### src/rtl/pool_engine.sv
`default_nettype none
// pool_engine: 2-D max/avg pooling engine. Loads layer params from SRAM, then
// walks the feature map window by window, writing one pooled element per window.
module pool_engine #(
  parameter int DATA_W = 8,
  parameter int ADDR_W = 32,
  parameter int MAX_K  = 4,
  parameter int CNT_W  = 8
) (
  input  logic              clk,
  input  logic              rstn,
  input  logic              start_i,
  output logic              busy_o,
  output logic              finish_o,
  output logic              err_o,
  output logic              param_cs_o,
  output logic [ADDR_W-1:0] param_addr_o,
  input  logic [31:0]       param_rdata_i,
  output logic              in_cs_o,
  output logic [ADDR_W-1:0] in_addr_o,
  input  logic [DATA_W-1:0] in_rdata_i,
  output logic              out_cs_o,
  output logic              out_we_o,
  output logic [ADDR_W-1:0] out_addr_o,
  output logic [DATA_W-1:0] out_wdata_o
);

  localparam int OW    = CNT_W + 2;
  localparam int ACC_W = DATA_W + 4;

  typedef enum logic [2:0] {
    S_IDLE, S_LOAD, S_CHECK, S_READ, S_WRITE, S_DONE
  } state_t;

  state_t            state_q, state_d;
  logic [2:0]        ld_cnt_q, ld_cnt_d;
  logic [CNT_W-1:0]  dim_n_q, dim_n_d, dim_c_q, dim_c_d;
  logic [CNT_W-1:0]  ker_q, ker_d, str_q, str_d;
  logic              k_hi_q, k_hi_d, avg_q, avg_d, ceil_q, ceil_d, err_q, err_d;
  logic [OW-1:0]     row_q, row_d, col_q, col_d;
  logic [CNT_W-1:0]  ch_q, ch_d, kr_q, kr_d, kc_q, kc_d;
  logic [ADDR_W-1:0] ch_base_q, ch_base_d, out_cnt_q, out_cnt_d;
  logic              drain_q, drain_d, tap_v_q, tap_v_d, have_q, have_d;
  logic [ACC_W-1:0]  acc_q, acc_d;

  logic [OW-1:0]     w_lim, w_col_nx, w_row_nx, w_tap_row, w_tap_col;
  logic              w_keep_col, w_keep_row, w_keep_first, w_tap_ok, w_illegal;
  logic [ADDR_W-1:0] w_tap_addr, w_nn;
  logic [3:0]        w_klog;
  logic [4:0]        w_shift;
  logic [ACC_W-1:0]  w_shifted;
  logic [DATA_W-1:0] w_result;

  // An origin x is kept while x+K < lim: floor gives x+K <= N, ceil gives x < N-K+S.
  assign w_lim        = ceil_q ? (OW'(dim_n_q) + OW'(str_q)) : (OW'(dim_n_q) + OW'(1));
  assign w_col_nx     = col_q + OW'(str_q);
  assign w_row_nx     = row_q + OW'(str_q);
  assign w_keep_col   = (w_col_nx + OW'(ker_q)) < w_lim;
  assign w_keep_row   = (w_row_nx + OW'(ker_q)) < w_lim;
  assign w_keep_first = OW'(ker_q) < w_lim;

  assign w_tap_row  = row_q + OW'(kr_q);
  assign w_tap_col  = col_q + OW'(kc_q);
  assign w_tap_ok   = (w_tap_row < OW'(dim_n_q)) && (w_tap_col < OW'(dim_n_q));
  assign w_tap_addr = ch_base_q + ADDR_W'(w_tap_row) * ADDR_W'(dim_n_q) + ADDR_W'(w_tap_col);
  assign w_nn       = ADDR_W'(dim_n_q) * ADDR_W'(dim_n_q);

  assign w_illegal = (ker_q == '0) || k_hi_q || (ker_q > CNT_W'(MAX_K)) ||
                     (str_q == '0) || (dim_n_q == '0) || (dim_c_q == '0) ||
                     (!ceil_q && (dim_n_q < ker_q)) ||
                     (avg_q && ((ker_q & (ker_q - CNT_W'(1))) != '0));

  // Avg divides by K*K = 2^(2*log2 K); K is a checked power of two here.
  always_comb begin
    w_klog = '0;
    for (int i = 0; i < CNT_W; i++) begin
      if (ker_q == CNT_W'(1 << i)) w_klog = i[3:0];
    end
  end
  assign w_shift   = {w_klog, 1'b0};
  assign w_shifted = acc_q >> w_shift;
  assign w_result  = avg_q ? w_shifted[DATA_W-1:0] : acc_q[DATA_W-1:0];

  always_comb begin
    state_d   = state_q;
    ld_cnt_d  = ld_cnt_q;
    dim_n_d   = dim_n_q;
    dim_c_d   = dim_c_q;
    ker_d     = ker_q;
    str_d     = str_q;
    k_hi_d    = k_hi_q;
    avg_d     = avg_q;
    ceil_d    = ceil_q;
    err_d     = err_q;
    row_d     = row_q;
    col_d     = col_q;
    ch_d      = ch_q;
    kr_d      = kr_q;
    kc_d      = kc_q;
    ch_base_d = ch_base_q;
    out_cnt_d = out_cnt_q;
    drain_d   = drain_q;
    tap_v_d   = 1'b0;
    have_d    = have_q;
    acc_d     = acc_q;

    busy_o       = 1'b0;
    finish_o     = 1'b0;
    param_cs_o   = 1'b0;
    param_addr_o = '0;
    in_cs_o      = 1'b0;
    in_addr_o    = '0;
    out_cs_o     = 1'b0;
    out_we_o     = 1'b0;
    out_addr_o   = '0;
    out_wdata_o  = '0;

    // Data for the tap issued last cycle lands now.
    if (tap_v_q) begin
      have_d = 1'b1;
      if (avg_q) begin
        acc_d = acc_q + ACC_W'(in_rdata_i);
      end else if (!have_q || (in_rdata_i > acc_q[DATA_W-1:0])) begin
        acc_d = ACC_W'(in_rdata_i);
      end
    end

    case (state_q)
      S_IDLE: begin
        if (start_i) begin
          state_d  = S_LOAD;
          err_d    = 1'b0;
          ld_cnt_d = '0;
        end
      end
      S_LOAD: begin
        busy_o = 1'b1;
        if (ld_cnt_q <= 3'd4) begin
          param_cs_o   = 1'b1;
          param_addr_o = ADDR_W'(ld_cnt_q);
        end
        case (ld_cnt_q)
          3'd1: dim_n_d = param_rdata_i[CNT_W-1:0];
          3'd2: dim_c_d = param_rdata_i[CNT_W-1:0];
          3'd3: begin
            ker_d  = param_rdata_i[CNT_W-1:0];
            k_hi_d = |param_rdata_i[31:CNT_W];
          end
          3'd4: str_d = param_rdata_i[CNT_W-1:0];
          3'd5: begin
            avg_d  = param_rdata_i[0];
            ceil_d = param_rdata_i[1];
          end
          default: ;
        endcase
        ld_cnt_d = ld_cnt_q + 3'd1;
        if (ld_cnt_q == 3'd5) state_d = S_CHECK;
      end
      S_CHECK: begin
        busy_o    = 1'b1;
        row_d     = '0;
        col_d     = '0;
        ch_d      = '0;
        ch_base_d = '0;
        out_cnt_d = '0;
        kr_d      = '0;
        kc_d      = '0;
        drain_d   = 1'b0;
        have_d    = 1'b0;
        acc_d     = '0;
        if (w_illegal) begin
          err_d   = 1'b1;
          state_d = S_DONE;
        end else if (!w_keep_first) begin
          state_d = S_DONE;
        end else begin
          state_d = S_READ;
        end
      end
      S_READ: begin
        busy_o = 1'b1;
        if (!drain_q) begin
          in_cs_o   = w_tap_ok;
          in_addr_o = w_tap_ok ? w_tap_addr : '0;
          tap_v_d   = w_tap_ok;
          if (kc_q == ker_q - CNT_W'(1)) begin
            kc_d = '0;
            if (kr_q == ker_q - CNT_W'(1)) begin
              kr_d    = '0;
              drain_d = 1'b1;
            end else begin
              kr_d = kr_q + CNT_W'(1);
            end
          end else begin
            kc_d = kc_q + CNT_W'(1);
          end
        end else begin
          drain_d = 1'b0;
          state_d = S_WRITE;
        end
      end
      S_WRITE: begin
        busy_o      = 1'b1;
        out_cs_o    = 1'b1;
        out_we_o    = 1'b1;
        out_addr_o  = out_cnt_q;
        out_wdata_o = w_result;
        out_cnt_d   = out_cnt_q + ADDR_W'(1);
        have_d      = 1'b0;
        acc_d       = '0;
        if (w_keep_col) begin
          col_d = w_col_nx;
        end else begin
          col_d = '0;
          if (w_keep_row) begin
            row_d = w_row_nx;
          end else begin
            row_d     = '0;
            ch_d      = ch_q + CNT_W'(1);
            ch_base_d = ch_base_q + w_nn;
          end
        end
        if (!w_keep_col && !w_keep_row && (ch_q == dim_c_q - CNT_W'(1))) begin
          state_d = S_DONE;
        end else begin
          state_d = S_READ;
        end
      end
      S_DONE: begin
        finish_o  = 1'b1;
        row_d     = '0;
        col_d     = '0;
        ch_d      = '0;
        ch_base_d = '0;
        out_cnt_d = '0;
        kr_d      = '0;
        kc_d      = '0;
        ld_cnt_d  = '0;
        state_d   = S_IDLE;
      end
      default: state_d = S_IDLE;
    endcase
  end

  assign err_o = err_q;

  always_ff @(posedge clk or negedge rstn) begin
    if (!rstn) begin
      state_q   <= S_IDLE;
      ld_cnt_q  <= '0;
      dim_n_q   <= '0;
      dim_c_q   <= '0;
      ker_q     <= '0;
      str_q     <= '0;
      k_hi_q    <= 1'b0;
      avg_q     <= 1'b0;
      ceil_q    <= 1'b0;
      err_q     <= 1'b0;
      row_q     <= '0;
      col_q     <= '0;
      ch_q      <= '0;
      kr_q      <= '0;
      kc_q      <= '0;
      ch_base_q <= '0;
      out_cnt_q <= '0;
      drain_q   <= 1'b0;
      tap_v_q   <= 1'b0;
      have_q    <= 1'b0;
      acc_q     <= '0;
    end else begin
      state_q   <= state_d;
      ld_cnt_q  <= ld_cnt_d;
      dim_n_q   <= dim_n_d;
      dim_c_q   <= dim_c_d;
      ker_q     <= ker_d;
      str_q     <= str_d;
      k_hi_q    <= k_hi_d;
      avg_q     <= avg_d;
      ceil_q    <= ceil_d;
      err_q     <= err_d;
      row_q     <= row_d;
      col_q     <= col_d;
      ch_q      <= ch_d;
      kr_q      <= kr_d;
      kc_q      <= kc_d;
      ch_base_q <= ch_base_d;
      out_cnt_q <= out_cnt_d;
      drain_q   <= drain_d;
      tap_v_q   <= tap_v_d;
      have_q    <= have_d;
      acc_q     <= acc_d;
    end
  end

endmodule
`default_nettype wire

### config.mk
export PLATFORM = sky130hd
export DESIGN_NAME = pool_engine
export DESIGN_NICKNAME = d
export VERILOG_FILES = /design/src/rtl/pool_engine.sv
export SDC_FILE = /design/constraint.sdc
export NUM_CORES = 1
export LEC_CHECK = 0
export BUFFER_PORTS_ARGS = -buffer_cell sky130_fd_sc_hd__buf_4
export CAP_MARGIN = 20
export CORE_ASPECT_RATIO = 1.4
export CORE_UTILIZATION = 55
export DETAILED_ROUTE_END_ITERATION = 7
export PLACE_DENSITY = 0.77
export SLEW_MARGIN = 20
export SYNTH_ARGS = -nofsm -noshare
export SYNTH_HDL_FRONTEND = slang
export SYNTH_SLANG_ARGS = --single-unit
### constraint.sdc
create_clock -name clk -period 8.3 [get_ports clk]
set_clock_uncertainty 0.15 [all_clocks]
set_input_delay 1.66 -clock clk [delete_from_list [all_inputs] [get_ports clk]]
set_output_delay 1.66 -clock clk [all_outputs]
set_load 0.02 [all_outputs]
## Yosys cells after proc, flatten, opt, wreduce, memory -nomap -nowiden

Index checks and enable logic that the tools add are counted.
W data, S select, Z words.

| word-level totals | value |
|---|---|
| register bits after elaboration | 165 |
| bits of input ports | 43 |
| output and inout bits | 111 |
| logic and storage cells | 192 |

| operators by class | value |
|---|---|
| add/subtract/negate cells | 19 |
| multiply operators | 2 |
| order comparisons | 9 |
| equality and inequality tests | 28 |
| shifts and indexed selects | 1 |
| multiplexer cells | 64 |
| bitwise gates (word level) | 1 |
| reduce and logical (&&, ||, !) cells | 47 |

Operators by type and width:

| cell | count |
|---|---|
| $mux W32 | 6 |
| $pmux W32 S2 | 2 |
| $mux W8 | 9 |
| $add A10 B8 Y10 | 6 |
| $mux W12 | 4 |
| $pmux W8 S2 | 3 |
| $pmux W10 S2 | 2 |
| $add A32 B1 Y32 const B | 1 |
| $add A32 B10 Y32 | 1 |
| $add A32 B16 Y32 | 1 |
| $add A32 B18 Y32 | 1 |
| $logic_not A8 Y1 | 4 |
| $mux W10 | 3 |
| $mux W3 | 9 |
| $add A8 B1 Y8 const B | 3 |
| $eq A8 B8 Y1 | 3 |
| $reduce_or A24 Y1 | 1 |
| $lt A10 B8 Y1 | 2 |
| $lt A10 B9 Y1 | 2 |
| $mux W4 | 5 |
| $mul A10 B8 Y18 | 1 |
| $reduce_and A2 Y1 | 9 |
| $mul A8 B8 Y16 | 1 |
| $ne A2 B2 Y1 const B | 8 |
| 38 further kinds | 84 |

## Logic depth before layout (Yosys ltp)

| logic depth | value |
|---|---|
| depth in word-level cells | 11 |
| mapped depth | 30 |
| depth with buffers taken out | 29 |

## Worst setup path before layout

Ideal clock, no wire load.

| timing path | value |
|---|---|
| path kind | register -> output |
| start | reg row_q[1] |
| end | out in_addr_o[18] |
| arrival time | 7.031 ns |
| data required time | 6.490 ns |
| setup slack | -0.541 ns |
| stages on the path, launching flop included | 25 |
| path buffers | 0 |
| cells stage by stage | dfrtp_1 ha_1 a21o_1 a21oi_1 nor2b_1 o211a_1 o21a_1 o21ai_0 xor2_1 nand2b_1 fa_1 inv_1 fa_1 fa_1 fa_1 inv_1 fa_1 inv_1 ha_1 a21o_1 a41oi_1 o21ai_0 a21o_1 a211oi_1 a2111oi_0 |

| between the ends | value |
|---|---|
| word-level cells in the longest chain between the ends | 7 |
| elaborated cells on any way between the ends | 9 |
| those cells by class | add/sub: 3; mul: 1; order compare: 1; mux: 3; reduce/logical: 1 |

Ends and longest elaborated chain:

| item | RTL line | text |
|---|---|---|
| from (decl) | 40 | `logic [OW-1:0] row_q, row_d, col_q, col_d;` |
| from (signal assigned) | 281 | `row_q <= row_d;` |
| $add A10 B8 Y10 * | 62 | `assign w_tap_row = row_q + OW'(kr_q);` |
| $mul A10 B8 Y18 | 65 | `assign w_tap_addr = ch_base_q + ADDR_W'(w_tap_row) * ADDR_W'(dim_n_q) + ADDR_W'(w_tap_col);` |
| $add A32 B18 Y32 | 65 |  |
| $add A32 B10 Y32 | 65 |  |
| $mux W32 * | 184 | `in_addr_o = w_tap_ok ? w_tap_addr : '0;` |
| $mux W32 * | 182 | `if (!drain_q) begin` |
| $mux W32 * | 128 | `case (state_q)` |
| to (decl) | 20 | `output logic [ADDR_W-1:0] in_addr_o,` |

Every way passes the cells marked *; elsewhere a longest branch is shown, timed or not.

## Worst setup path after layout

| timing path | value |
|---|---|
| start | reg row_q[0] |
| end | out in_addr_o[29] |

The elaborated chain is that of the path after synthesis.

==> reports/metrics.csv <==
stage,metric,value,unit
floorplanning,die footprint,35100,um^2
synthesis,"area leader, netlist",dfrtp_1,
critical_path,Worst R2R Setup Slack,1.30,ns
grt,largest net degree at the start of global routing,105,
synthesis,Async SR Flop Fraction,100,%
drt,Vias/cell,5.94,
timing,final number of setup-violating endpoints,20,
cells_and_area,"Area growth, synth to finish",15.7,%
synthesis,Syn Area/Cell,8.70,um^2
synthesis,post-synthesis sequential area ratio,21.8,%
timing,Slew @ Worst Pin,1.04,ns
drt,vias,16700,
cts,# hold bufs at CTS,0,
critical_path,CP max stage delay,0.54,ns
timing,fin. max-slew vios,0,
timing,min Tclk post-route,8.89,ns
critical_path,Worst setup EP type,output port,
synthesis,"Primary FF master, synth",dfrtp_1,
placed_design,Post-DP HPWL,39800,um
timing,fmax,0.112,GHz
cts,Max H-tree Level,4,
synthesis,"EDFF count, synth",0,
floorplanning,Die W,159,um
grt,total grt overflow,0,
cts,maximum root-to-sink buffer count,2,
synthesis,area share of the largest cell type after synthesis,21.8,%
min_path,Hold Crit Class,reg2reg,
floorplanning,Ports,154,
grt,Tot GR Track Use,30.4,%
timing,fin crit share,107,%
cells_and_area,Diodes inserted,0,
cells_and_area,post-layout util,64.4,%
drt,Remaining DRCs,0,
floorplanning,Die Height,221,um
critical_path,Worst Setup Start Kind,flip-flop,
timing,final-report hold violation count,0,
grt,first-pass GRT wire length,84100,um
synthesis,most common cell in the netlist,ha_1,
timing,worst setup margin,-0.590,ns
placed_design,port bufs,124,
floorplanning,number of cell rows,80,
outcome,failing checks,setup timing,
critical_path,"Data arrival, critical path",7.08,ns
placed_design,gpl congestion,0.923,
grt,vias in the first global route,17400,
critical_path,"Slowest-stage cell, CP",fa_1,
timing,RSZ-0062 raised after global routing,yes,
critical_path,CP dominant cell by count,fa_1,
synthesis,commonest cells in the synthesized netlist,"242 x ha_1, 214 x inv_1, 170 x nand2_1",
synthesis,top post-synthesis cells by area,"dfrtp_1 22%, ha_1 16%, fa_1 13%, inv_1 4.3%, o21ai_0 3.5%",
flow_run,max-cap violation count,0,
synthesis,Ys Warns,0,
drt,routed len/inst,18.2,um
outcome,status,"complete, but fails checks",
cts,Inserted Clock Buffers,17,
cells_and_area,Layout fillers,2758,
floorplanning,total core area,33900,um^2
drt,post-route ant nets,0,
critical_path,critical path class,reg2out,
timing,slew margin rel.,30.4,%
drt,drt pass-1 iters,6,
drt,WL final,51200,um
critical_path,"Req. time, crit path",6.49,ns
cts,clk sinks,165,
cells_and_area,layout cells sized above 1,16.5,%
cts,CTS tree,yes,
cts,Worst-Skew Late Latency,0.46,ns
cells_and_area,layout net count,2747,
cts,clock transition at the registers of the reported paths,0.06,ns
synthesis,synthesized area,18900,um^2
cts,Root Buffer,clkbuf_16,
critical_path,maximum fanout along the worst path,6,
synthesis,Post-Syn Instances,2173,
grt,initial antenna violation count,0,
synthesis,Cell variety after synth,74,
drt,1st-iter DRT viols,820,
floorplanning,Initial Util,55.7,%
synthesis,Seq cells post-synth,165,
logic make-up after synthesis:
group           synth area share, %
other cells                  0.0198
mux                            2.52
simple gates                   18.2
buf+inv                        6.89
flops                          21.8
xor+xnor                       5.83
compound gates                 16.2
fa+ha+maj                      28.5
path summary, 6_finish.rpt:
check                      cells past startpoint                   endpoint                      start
setup / recovery                              28              in_addr_o[29]       row_q[0]$_DFFE_PN0P_
hold reg to reg                                1  out_cnt_q[31]$_DFFE_PN0P_  out_cnt_q[31]$_DFFE_PN0P_
setup reg to reg                              19  ch_base_q[31]$_DFFE_PN0P_     dim_n_q[1]$_DFFE_PN0P_
max in group asynchronous                      2     state_q[2]$_DFFE_PN0P_                       rstn
hold / removal                                 1  out_cnt_q[31]$_DFFE_PN0P_  out_cnt_q[31]$_DFFE_PN0P_
min in group asynchronous                      1       acc_q[5]$_DFFE_PN0P_                       rstn
layout by cell type, fill, tap and decap left out, types with 34 or more instances in the layout:
cell / netlist / final
nand2_1: 170 / 162
xor2_1: 63 / 61
buf_4: 31 / 203
xnor2_1: 61 / 56
nor2_1: 167 / 158
nand3_1: 62 / 62
and2_1: 56 / 54
a21o_1: 34 / 34
inv_1: 214 / 206
a21oi_1: 119 / 107
nor3_1: 35 / 34
fa_1: 118 / 117
dfrtp_1: 165 / 164
ha_1: 242 / 235
and3_1: 57 / 57
o21ai_0: 132 / 119
worst max-delay path, delay by kind of cell, from the launching register on:
| family | cells | cell delay (ns) |
|---|---|---|
| flip-flops | 1 | 0.40 |
| buffers and inverters | 7 | 0.81 |
| AND/OR/NAND/NOR | 4 | 0.72 |
| adder cells (fa/ha/maj) | 7 | 3.00 |
| XOR/XNOR | 1 | 0.09 |
| AO/OA/AOI/OAI | 9 | 1.60 |
flip-flops by register name, summed over array words and instances, names as in the netlist:
signal,cells
kr_q,8
ld_cnt_q,3
ch_base_q,32
kc_q,8
col_q,10
tap_v_q,1
dim_c_q,8
drain_q,1
k_hi_q,1
str_q,8
avg_q,1
acc_q,12
dim_n_q,8
ker_q,8
have_q,1
out_cnt_q,32
row_q,10
err_o,1
state_q,3
ch_q,8
ceil_q,1
area by class of cell:
class	instances	area, um^2	share of cell area [%]
Clock buffer	22	474	2.17
Clock inverter	10	123	0.561
Inverter	218	818	3.74
Multi-Input combinational cell	1724	14100	64.3
Sequential cell	165	4130	18.9
Tap cell	451	564	2.58
Timing Repair Buffer	218	1690	7.74
timing repair:
item,in CTS,in global routing
gates cloned,1,0
gates resized for setup,65,32
pin swaps,60,46
setup buffers,12,7
endpoints found under the setup margin,22,25
layer usage:
layer  up-vias  part of all wire (%)  track usage, %
li1       7834                     -               -
met1      8130                    38            33.5
met2       537                    51            53.4
met3       173                   5.0            4.80
met4         0                   6.0            19.3
met5         -                     0               0
through the flow:
step,hold WS (ns),worst slack (ns),setup TNS (ns),instance area [um^2],std cells
floorplan,0.287,0.0129,0,19200,2201
global placement,0.312,-0.144,-1.16,20700,2757
detailed placement,0.324,-0.327,-3.46,20700,2757
CTS,0.334,-0.548,-6.99,21700,2802
global route,0.361,-0.833,-13.57,21900,2808
finish,0.336,-0.590,-8.48,21900,2808
Power is not shown: default switching activity piles up to over one toggle a cycle in this logic, so the estimate is an artifact.
